File: config.mk
export PLATFORM = sky130hd
export DESIGN_NAME = error_check
export DESIGN_NICKNAME = d
export VERILOG_FILES = /design/src/rtl/error_check.sv
export SDC_FILE = /design/constraint.sdc
export NUM_CORES = 1
export LEC_CHECK = 0
export BUFFER_PORTS_ARGS = -buffer_cell sky130_fd_sc_hd__buf_2
export CORE_AREA = 2 2 39 41
export CTS_CLUSTER_SIZE = 20
export DETAILED_ROUTE_END_ITERATION = 6
export DIE_AREA = 0 0 41 43
export MAX_ROUTING_LAYER = met4
export PLACE_DENSITY = 0.57
export SETUP_SLACK_MARGIN = 0.3
export SYNTH_ARGS = -nofsm -noshare
export SYNTH_HDL_FRONTEND = slang
export SYNTH_SLANG_ARGS = --single-unit
File: constraint.sdc
create_clock -name clock -period 2 [get_ports clock]
set_clock_uncertainty 0.15 [all_clocks]
set_input_delay 0.3 -clock clock [delete_from_list [all_inputs] [get_ports clock]]
set_output_delay 0.3 -clock clock [all_outputs]
set_load 0.02 [all_outputs]
File: src/rtl/error_check.sv
// -----------------------------------------------------------------------------
// error_check
//
// Frame-integrity checker for the UART receive path, placed after the
// deserializer. On every clock edge where recieved_flag is high it evaluates
// the captured start bit, stop bit and parity bit. It then registers a 3-bit
// error vector and pulses check_done for one cycle. When recieved_flag is low
// the error vector holds its value and check_done stays low.
//
// Optional feature (compile-time macro ERROR_CHECK_STATS_EN):
//   Adds saturating 8-bit frame / parity-error / framing-error counters and a
//   synchronous stats_clear input.
//
// Ports:
//   clock             in   system clock, rising edge
//   reset             in   synchronous, active-high
//   recieved_flag     in   frame-complete qualifier / sampling enable
//   start_bit         in   captured start bit (legal value 0)
//   stop_bit          in   captured stop bit  (legal value 1)
//   parity_bit        in   captured parity bit
//   parity_type [1:0] in   00/11 none, 01 odd, 10 even
//   raw_data    [W-1:0] in captured payload
//   stats_clear       in   (stats build) zero all counters
//   frame_count       out  (stats build) qualified samples, saturating
//   parity_err_count  out  (stats build) parity errors, saturating
//   framing_err_count out  (stats build) start/stop errors, saturating
//   error_flag  [2:0] out  [0] parity, [1] start, [2] stop error
//   check_done        out  one-cycle strobe: error_flag just updated
// -----------------------------------------------------------------------------
`timescale 1ns/1ps

module error_check #(
    parameter int DATA_WIDTH = 8
) (
    input  logic                  clock,
    input  logic                  reset,
    input  logic                  recieved_flag,
    input  logic                  start_bit,
    input  logic                  stop_bit,
    input  logic                  parity_bit,
    input  logic [1:0]            parity_type,
    input  logic [DATA_WIDTH-1:0] raw_data,
`ifdef ERROR_CHECK_STATS_EN
    input  logic                  stats_clear,
    output logic [7:0]            frame_count,
    output logic [7:0]            parity_err_count,
    output logic [7:0]            framing_err_count,
`endif
    output logic [2:0]            error_flag,
    output logic                  check_done
);

    typedef enum logic [1:0] {
        PAR_NONE  = 2'b00,
        PAR_ODD   = 2'b01,
        PAR_EVEN  = 2'b10,
        PAR_NONE2 = 2'b11
    } parity_mode_e;

    parity_mode_e w_mode;
    logic         w_par;
    logic         w_parity_err;
    logic         w_start_err;
    logic         w_stop_err;
    logic [2:0]   w_eval;

    logic [2:0]   r_error_flag;
    logic         r_check_done;

    assign w_mode      = parity_mode_e'(parity_type);
    // Reduction over payload and parity bit: 1 means an odd number of ones.
    assign w_par       = ^{raw_data, parity_bit};
    assign w_start_err = start_bit;
    assign w_stop_err  = ~stop_bit;

    // NOTE: every output of a combinational block gets a default first so a
    // missing case arm cannot infer a latch.
    always_comb begin
        w_parity_err = 1'b0;
        case (w_mode)
            PAR_ODD:  w_parity_err = ~w_par;
            PAR_EVEN: w_parity_err = w_par;
            default:  w_parity_err = 1'b0;
        endcase
    end

    assign w_eval = {w_stop_err, w_start_err, w_parity_err};

    // NOTE: sequential state uses non-blocking assignments so every register
    // samples pre-edge values regardless of statement order.
    always_ff @(posedge clock) begin
        if (reset) begin
            r_error_flag <= 3'b000;
            r_check_done <= 1'b0;
        end else begin
            r_check_done <= recieved_flag;
            if (recieved_flag) begin
                r_error_flag <= w_eval;
            end
        end
    end

    assign error_flag = r_error_flag;
    assign check_done = r_check_done;

`ifdef ERROR_CHECK_STATS_EN
    logic [7:0] r_frame_count;
    logic [7:0] r_parity_err_count;
    logic [7:0] r_framing_err_count;

    function automatic logic [7:0] sat_inc(input logic [7:0] value, input logic en);
        return (en && (value != 8'hFF)) ? value + 8'd1 : value;
    endfunction

    // Counters see the freshly evaluated vector, so they stay in step with
    // error_flag. A frame with both start and stop errors counts once.
    always_ff @(posedge clock) begin
        if (reset || stats_clear) begin
            r_frame_count       <= 8'd0;
            r_parity_err_count  <= 8'd0;
            r_framing_err_count <= 8'd0;
        end else if (recieved_flag) begin
            r_frame_count       <= sat_inc(r_frame_count, 1'b1);
            r_parity_err_count  <= sat_inc(r_parity_err_count, w_parity_err);
            r_framing_err_count <= sat_inc(r_framing_err_count, w_start_err | w_stop_err);
        end
    end

    assign frame_count       = r_frame_count;
    assign parity_err_count  = r_parity_err_count;
    assign framing_err_count = r_framing_err_count;
`endif

endmodule

==> results of run 1 <==
-- synthesized netlist by cell type, drive strengths merged --
cell type	instances	share of area
clkbuf	1	0.014
xor2	1	0.032
xnor3	2	0.17
o21bai	1	0.028
dfxtp	4	0.30
xor3	1	0.088
nand2b	2	0.046
a211oi	1	0.028
xnor2	2	0.065
nand3	2	0.037
nor2	2	0.028
nor2b	1	0.023
and4bb	1	0.046
nand4	2	0.046
a21oi	1	0.019
mux2i	1	0.037
-- path summary, 6_finish.rpt --
check / end / depth (start not counted) / slack [ns] / from
max: error_flag[0]$_SDFFE_PP0P_ / 5 / 0.62 / raw_data[3]
min reg2reg: error_flag[1]$_SDFFE_PP0P_ / 2 / 0.33 / error_flag[1]$_SDFFE_PP0P_
max reg2reg: error_flag[0]$_SDFFE_PP0P_ / 2 / 1.11 / error_flag[0]$_SDFFE_PP0P_
min: error_flag[2]$_SDFFE_PP0P_ / 2 / 0.1 / stop_bit
-- cell families (layout without fill, tap and decap cells) --
kind of cell              count (synthesis)  count (layout)  synth area share
muxes                                     1               1           0.03704
AOI/OAI and AO/OA                         3               3           0.07408
xor gates and xnor gates                  6               6            0.3518
buffers and inverters                     1              22           0.01388
DFF                                       4               4            0.2963
and+or+nand+nor                          10              10            0.2269
-- registers in the layout (all words and copies together) (netlist names) --
name and flops:
error_flag 3, check_done 1
-- metrics by stage --
| stage | hold slack [ns] | std cells | cell area, sq um | setup WS, ns | utilization |
|---|---|---|---|---|---|
| 2_1_floorplan | 0.2216 | 25 | 270.3 | 0.5476 | - |
| 5_1_grt | 0.09457 | 62 | 404.1 | 0.5826 | 0.2920 |
| 3_3_place_gp | 0.3253 | 59 | 381.6 | 0.3950 | 0.2758 |
| 4_1_cts | 0.08732 | 62 | 404.1 | 0.6239 | 0.2920 |
| 3_5_place_dp | 0.3292 | 59 | 381.6 | 0.3679 | 0.2758 |
| 6_report | 0.09860 | 62 | 404.1 | 0.6239 | 0.2920 |
-- cell type report --
class	instances	area [sq um]	share of cell area
multi-input cells	20	186.4	0.4613
flip-flops and latches	4	80.08	0.1981
well taps	16	20.02	0.04954
clock buffers	3	22.52	0.05573
repair buffers	19	95.09	0.2353
-- placed cells by master, fill, tap and decap left out --
cell type	count
and4bb_2	1
xor3_1	1
o21bai_1	1
nand3_1	2
nand4_1	2
nor2_1	2
xor2_1	1
mux2i_1	1
a21oi_1	1
dfxtp_1	4
nand2b_1	2
xnor2_1	2
a211oi_1	1
clkbuf_4	3
nor2b_1	1
buf_2	19
xnor3_1	2
-- report_power, final --
group / total (uW) / switching (uW) / internal, uW
Sequential: 90.2 / 3.04 / 87.1
Clock: 99.3 / 32.2 / 67.1
Combinational: 85.0 / 36.2 / 48.8
Total: 274 / 71.5 / 203
-- metal layers --
metal	up-vias	GRT usage
met5	-	-
met4	0	0
met3	0	0.06283
met2	16	0.1031
met1	121	0.04808
li1	133	-
-- worst max-delay path, cell delays in order --
cell and delay, ns:
buf_2 0.10, xor2_1 0.14, xnor3_1 0.45, a21oi_1 0.12
and4bb_2 0.24
==> qor.yml, run 1 <==
power_and_ir_drop:
  peakVddDrop_v: 0.0003255
  power_leakage_uw: 0.0002114
  powerDensity_nw_per_um2: 679.0
  finalPower_uw: 274.4
clocking:
  cts_buffer_depth: 2
  clkSlewWorstSetupHoldPaths_ns: 0.04
  cts_buffers: 3
  cts-root-buf: "clkbuf_4"
  clock_sinks: 4
  worstSkewPairLatency_ns: 0.23
  cts_tree: "built"
  post-cts-setup-buffers: 0
  ctsResizeCount: 0
  cts_hold_buf: 0
  cts-htree-levels: 1
die:
  start_util: 0.1953
  die_height_um: 43
  fp.dieW_um: 41
  core-area_sq_um: 1384
  rows: 14
  fp.dieArea_sq_um: 1763
  io_pins: 20
routing:
  dr_total_vias: 270
  wl_met2_um: 244
  routed_wl_um: 537
  top_layer: "met3"
  wire_per_inst_um: 8.661
  ant_nets: 0
  met1_length_um: 199
  firstDrtPassIters: 1
  met3_length_um: 94
  drtIter0Drc: 0
  drc_errors: 0
  drt-vias-per-instance: 4.355
sta:
  finalSetupTns_ns: 0
  slew_viol_final: 0
  timing.final.crit_share: 0.6881
  setup_viol: 0
  fin_crit_ns: 1.376
  rsz0062_at_grt: "no"
  relSlewSlack: 0.8739
  timing.fmax_mhz: 726.7
  final_hold_viol_count: 0
  tightest_slew_ns: 0.1878
placed_design:
  io_buffers: 19
  gp_congestion: 0.5943
  hpwl_um: 430.9
global_routing:
  antenna_found_initial: 0
  grt-ovfl-total: 0
  grt_max_degree: 10
  grt_pass1_vias: 223
  grtUsageTotal: 0.06166
  grt_pass1_wl_um: 696
min_path:
  holdCritPathClass: "input port to register"
layout:
  drive_above_1_share: 0.5000
  antennaDiodeCount: 0
  fillCellCount: 166
  fin_nets: 64
  area_growth_pct: 49.54
critical_path:
  end_kind: "register"
  path_class: "input port to register"
  worstPathMaxFanout: 3
  start_kind: "input port"
  cp_data_required_time_ns: 1.98
  cp.arrival_ns: 1.35
synth:
  syn_avg_cell_area_sq_um: 10.81
  ys_warn_count: 0
  synth.cell_area_sq_um: 270.3
  ys_types: 16
  ys_seq_elements: 4
  synth-seq-area-share: 0.2963
  netlist_instances: 25
  syn-num-nets: 41
run_status:
  outcome: "complete, no violations"
flow_run:
  max-cap-violations: 0
Power figures use the tool's default switching activity.
==> run 2: changes to the inputs <==
==> constraint.sdc (replaced) <==
create_clock -name clock -period 1.44 [get_ports clock]
set_clock_uncertainty 0.15 [all_clocks]
set_input_delay 0.216 -clock clock [delete_from_list [all_inputs] [get_ports clock]]
set_output_delay 0.216 -clock clock [all_outputs]
set_load 0.02 [all_outputs]
==> qor.yml, run 2 (same netlist as run 1, synthesis figures left out) <==
run_status:
  outcome: "complete, no violations"
sta:
  timing.fmax_mhz: 776.0
  slew_viol_final: 0  # unchanged
  rsz0062_at_grt: "yes"
  fin_crit_ns: 1.289
  relSlewSlack: 0.8945  # +0.02057
  timing.final.crit_share: 0.8949
  whs_ns: 0.01360  # -0.08500 ns
  worst_slack_ns: 0.1513  # -0.4726 ns
  final_hold_viol_count: 0  # unchanged
  tightest_slew_ns: 0.1573  # -0.03045 ns
  finalSetupTns_ns: 0  # unchanged
  setup_viol: 0  # unchanged
placed_design:
  io_buffers: 19  # unchanged
  gp_congestion: 0.5280  # -11%
  pre_cts_slack_ns: -0.1157  # -0.4836 ns
flow_run:
  max-cap-violations: 0  # unchanged
power_and_ir_drop:
  power_leakage_uw: 0.0002270  # +7.4%
  peakVddDrop_v: 0.0002305  # -29%
  powerDensity_nw_per_um2: 902.7  # +33%
layout:
  largest_register_ffs: 3  # unchanged
  register_area_sq_um: 80.08  # unchanged
  antennaDiodeCount: 0  # unchanged
  area_growth_pct: 61.11
  final_cell_mix: "buf_2 (17), dfxtp_1 (4), clkbuf_4 (3)"
  final_common_cell: "buf_2"
  multi_input_area_sq_um: 205.2  # +10%
  drive_above_1_share: 0.5652  # +0.06522
  fillCellCount: 157  # -5.4%
  fin_nets: 64  # unchanged
clocking:
  worstSkewPairLatency_ns: 0.23  # about the same
  cts-root-buf: "clkbuf_4"
  cts_buffer_depth: 2  # unchanged
  post-cts-setup-buffers: 0  # unchanged
  clkSlewWorstSetupHoldPaths_ns: 0.04  # about the same
  cts_tree: "built"
  cts_buffers: 3  # unchanged
  cts-htree-levels: 1  # unchanged
  clock_sinks: 4  # unchanged
critical_path:
  crit_slowest_cell: "xnor3_1"
  end_kind: "register"
  worstPathMaxFanout: 3  # unchanged
  path_class: "input port to register"
  critical_path_buf_inv_count: 1  # unchanged
  start_kind: "input port"
  crit_chain: "buf_6, xnor2_2, xnor3_1, a21oi_2, and4bb_2"
  cp_data_required_time_ns: 1.41  # -0.57 ns
  critical-path-top-delay-family: "XOR/XNOR gates"
  cpPeakStageDelay_ns: 0.46  # about the same
  cp.arrival_ns: 1.26  # -0.09 ns
min_path:
  holdCritPathClass: "input port to register"
global_routing:
  grt_pass1_wl_um: 841  # +21%
  grtUsageTotal: 0.08136  # +0.01969
  grt_max_degree: 10  # unchanged
  antenna_found_initial: 0  # unchanged
  grt_pass1_vias: 256  # +15%
  grt-ovfl-total: 0  # unchanged
routing:
  drtIter0Drc: 0  # unchanged
  firstDrtPassIters: 1  # unchanged
  drt-vias-per-instance: 4.403  # +1.1%
  drc_errors: 0  # unchanged
  dr_total_vias: 273  # +1.1%
  routed_wl_um: 549  # +2.2%
  ant_nets: 0  # unchanged
  wire_per_inst_um: 8.855  # +2.2%
die:
  io_pins: 20  # unchanged
  start_util: 0.1953  # unchanged
  fp.dieW_um: 41  # unchanged
  rows: 14  # unchanged
  fp.dieArea_sq_um: 1763  # unchanged
  die_height_um: 43  # unchanged
  core-area_sq_um: 1384  # unchanged
-- run 2: cell counts in the layout (fill, tap and decap cells not counted) --
Identical to the previous run, type by type.
-- run 2: per-layer routing --
| metal | vias up | wire length (um) | GRT usage |
|---|---|---|---|
| met5 | - | 0 | - |
| met4 | 0 | 0 | 0.06000 |
| met3 | 0 | 77 | 0.07853 |
| met2 | 11 | 303 | 0.1156 |
| met1 | 129 | 167 | 0.05806 |
| li1 | 133 | - | - |
-- run 2: cell type report --
type                    count  area share
clock buffers               3     0.05172
multi-input cells          20      0.4713
flip-flops and latches      4      0.1839
well taps                  16     0.04598
repair buffers             19      0.2471
-- run 2: report_power, final --
| part | internal [uW] | total (uW) | leakage [uW] | switching [uW] |
|---|---|---|---|---|
| combinational | 75.8 | 131 | 0.000180 | 55.5 |
| sequential | 121 | 124 | 0.0000332 | 3.55 |
| clock | 93.1 | 137 | 0.0000138 | 44.2 |
-- run 2: through the flow --
step | cell area [sq um] | util | cells | total power (uW)
detailed placement | 389.1 | 0.2812 | 59 | 249.3
global route | 435.4 | 0.3146 | 62 | 422.2
CTS | 411.6 | 0.2975 | 62 | 392.4
floorplan | 277.8 | - | 25 | 207.8
finish | 435.4 | 0.3146 | 62 | 393.1
global placement | 389.1 | 0.2812 | 59 | 245.7
-- run 2: repair_timing --
action,CTS,global route
hold buffers,0,0
resized for setup,0,4
endpoints found under the hold margin,0,0
endpoints found under the setup margin,1,1
pin swaps,2,3
-- run 2: final timing paths --
path	start	to	slack (ns)	depth (start not counted)
setup / recovery	raw_data[7]	error_flag[0]$_SDFFE_PP0P_	0.15	5
hold / removal	stop_bit	error_flag[2]$_SDFFE_PP0P_	0.01	2
setup reg to reg	error_flag[0]$_SDFFE_PP0P_	error_flag[0]$_SDFFE_PP0P_	0.55	2
hold reg to reg	error_flag[2]$_SDFFE_PP0P_	error_flag[2]$_SDFFE_PP0P_	0.34	2
==> run 3: changes to the inputs <==
--- a/config.mk
+++ b/config.mk
@@ -5,8 +5,9 @@
 export SDC_FILE = /design/constraint.sdc
 export NUM_CORES = 1
 export LEC_CHECK = 0
-export BUFFER_PORTS_ARGS = -buffer_cell sky130_fd_sc_hd__buf_2
+export BUFFER_PORTS_ARGS = -buffer_cell sky130_fd_sc_hd__buf_4
 export CORE_AREA = 2 2 39 41
+export CTS_BUF_LIST = sky130_fd_sc_hd__clkbuf_4 sky130_fd_sc_hd__clkbuf_8
 export CTS_CLUSTER_SIZE = 20
 export DETAILED_ROUTE_END_ITERATION = 6
 export DIE_AREA = 0 0 41 43
==> qor.yml, run 3 (same netlist as run 1, synthesis figures left out) <==
routing:
  wire_per_inst_um: 9.306  # +5.1%
  dr_total_vias: 258  # -5.5%
  routed_wl_um: 577  # +5.1%
  firstDrtPassIters: 2  # +1
  ant_nets: 0  # unchanged
  drtIter0Drc: 1  # +1
  drt-vias-per-instance: 4.161  # -5.5%
  drc_errors: 0  # unchanged
layout:
  fillCellCount: 143  # -8.9%
  final_cell_mix: "buf_4 (15), dfxtp_1 (4), clkbuf_4 (3), buf_6 (3)"
  stdcell_count: 62  # unchanged
  multi_input_area_sq_um: 224.0  # +9.1%
  register_area_sq_um: 80.08  # unchanged
  area_growth_pct: 87.96
  fin_nets: 64  # unchanged
  antennaDiodeCount: 0  # unchanged
  final_common_cell: "buf_4"
  largest_register_ffs: 3  # unchanged
  finalInstanceArea_sq_um: 508.0  # +17%
  drive_above_1_share: 0.5870  # +0.02174
sta:
  worst_slack_ns: 0.1850  # +0.03366 ns
  setup_viol: 0  # unchanged
  slew_viol_final: 0  # unchanged
  timing.fmax_mhz: 796.8  # +2.7%
  finalSetupTns_ns: 0  # unchanged
  final_hold_viol_count: 0  # unchanged
  relSlewSlack: 0.8939  # about the same
  tightest_slew_ns: 0.1582  # +0.0008365 ns
  timing.final.crit_share: 0.8716  # -0.02338
  fin_crit_ns: 1.255  # -0.03366 ns
  rsz0062_at_grt: "yes"
die:
  core-area_sq_um: 1384  # unchanged
  io_pins: 20  # unchanged
  fp.dieArea_sq_um: 1763  # unchanged
  fp.dieW_um: 41  # unchanged
  die_height_um: 43  # unchanged
  start_util: 0.1953  # unchanged
  rows: 14  # unchanged
placed_design:
  io_buffers: 19  # unchanged
  placed_cells: 59  # unchanged
  gp_congestion: 0.5248  # -0.61%
  placed_area_sq_um: 436.7  # +12%
  pre_cts_slack_ns: -0.1030  # +0.01276 ns
flow_run:
  max-cap-violations: 0  # unchanged
clocking:
  cts_hold_buf: 0  # unchanged
  clock_sinks: 4  # unchanged
  worstSkewPairLatency_ns: 0.23  # about the same
  post-cts-setup-buffers: 0  # unchanged
  clkSlewWorstSetupHoldPaths_ns: 0.04  # about the same
  cts-htree-levels: 1  # unchanged
  cts_buffers: 3  # unchanged
  cts_tree: "built"
  cts_buffer_depth: 2  # unchanged
  cts-root-buf: "clkbuf_4"
run_status:
  outcome: "complete, no violations"
critical_path:
  path_class: "input port to register"
  end_kind: "register"
  start_kind: "input port"
  worstPathMaxFanout: 3  # unchanged
  cp.arrival_ns: 1.23  # -0.03 ns
  cp_data_required_time_ns: 1.42  # about the same
power_and_ir_drop:
  power_leakage_uw: 0.0002461  # +8.4%
  finalPower_uw: 420.7  # +7.0%
  powerDensity_nw_per_um2: 828.2  # -8.3%
  peakVddDrop_v: 0.0002751  # +19%
global_routing:
  grt_max_degree: 10  # unchanged
  antenna_found_initial: 0  # unchanged
  grt-ovfl-total: 0  # unchanged
  grtUsageTotal: 0.07430  # -0.007056
  grt_pass1_vias: 250  # -2.3%
  grt_pass1_wl_um: 800  # -4.9%
min_path:
  holdCritPathClass: "input port to register"
==> run 3: what timing repair did <==
item | in CTS | in global routing
endpoints found under the setup margin | 1 | 1
pin swaps | 3 | 3
gates resized for setup | 3 | 6
==> run 3: area by class of cell <==
class / instances / share of cell area
clock buffer: 3 / 0.04433
sequential: 4 / 0.1576
timing repair buffer: 19 / 0.3177
tap: 16 / 0.03941
multi-input combinational: 20 / 0.4409
==> run 3: where the power goes <==
| group | switching (uW) | total, uW | leakage, uW | internal, uW |
|---|---|---|---|---|
| logic | 57.3 | 155 | 0.000199 | 98.0 |
| registers | 3.91 | 125 | 0.0000332 | 121 |
| clock network | 47.2 | 141 | 0.0000138 | 93.3 |
==> run 3: metal layers <==
| layer | global-route usage | share of wire |
|---|---|---|
| met1 | 0.05844 | 0.27 |
| met2 | 0.1125 | 0.55 |
| met3 | 0.07853 | 0.17 |
| met4 | 0.02000 | 0 |
| met5 | - | 0 |
==> run 3: per-stage QoR <==
stage,hold WS [ns],utilization
after floorplan,0.1376,-
after global placement,0.2488,0.3156
after detailed placement,0.2520,0.3156
after CTS,0.0008659,0.3427
after global routing,0.005394,0.3671
final,0.006577,0.3671
==> run 3: critical path, stage by stage <==
cell	delay, ns
buf_8	0.10
xnor2_4	0.13
xnor3_1	0.45
a21oi_2	0.11
and4bb_2	0.22
==> run 3: path summary, 6_finish.rpt <==
path                              start                    endpoint  slack [ns]  cells past startpoint
max reg2reg  error_flag[0]$_SDFFE_PP0P_  error_flag[0]$_SDFFE_PP0P_        0.54                      2
min                            stop_bit  error_flag[2]$_SDFFE_PP0P_       0.007                      2
max                         raw_data[1]  error_flag[0]$_SDFFE_PP0P_        0.18                      5
min reg2reg  error_flag[2]$_SDFFE_PP0P_  error_flag[2]$_SDFFE_PP0P_        0.34                      2
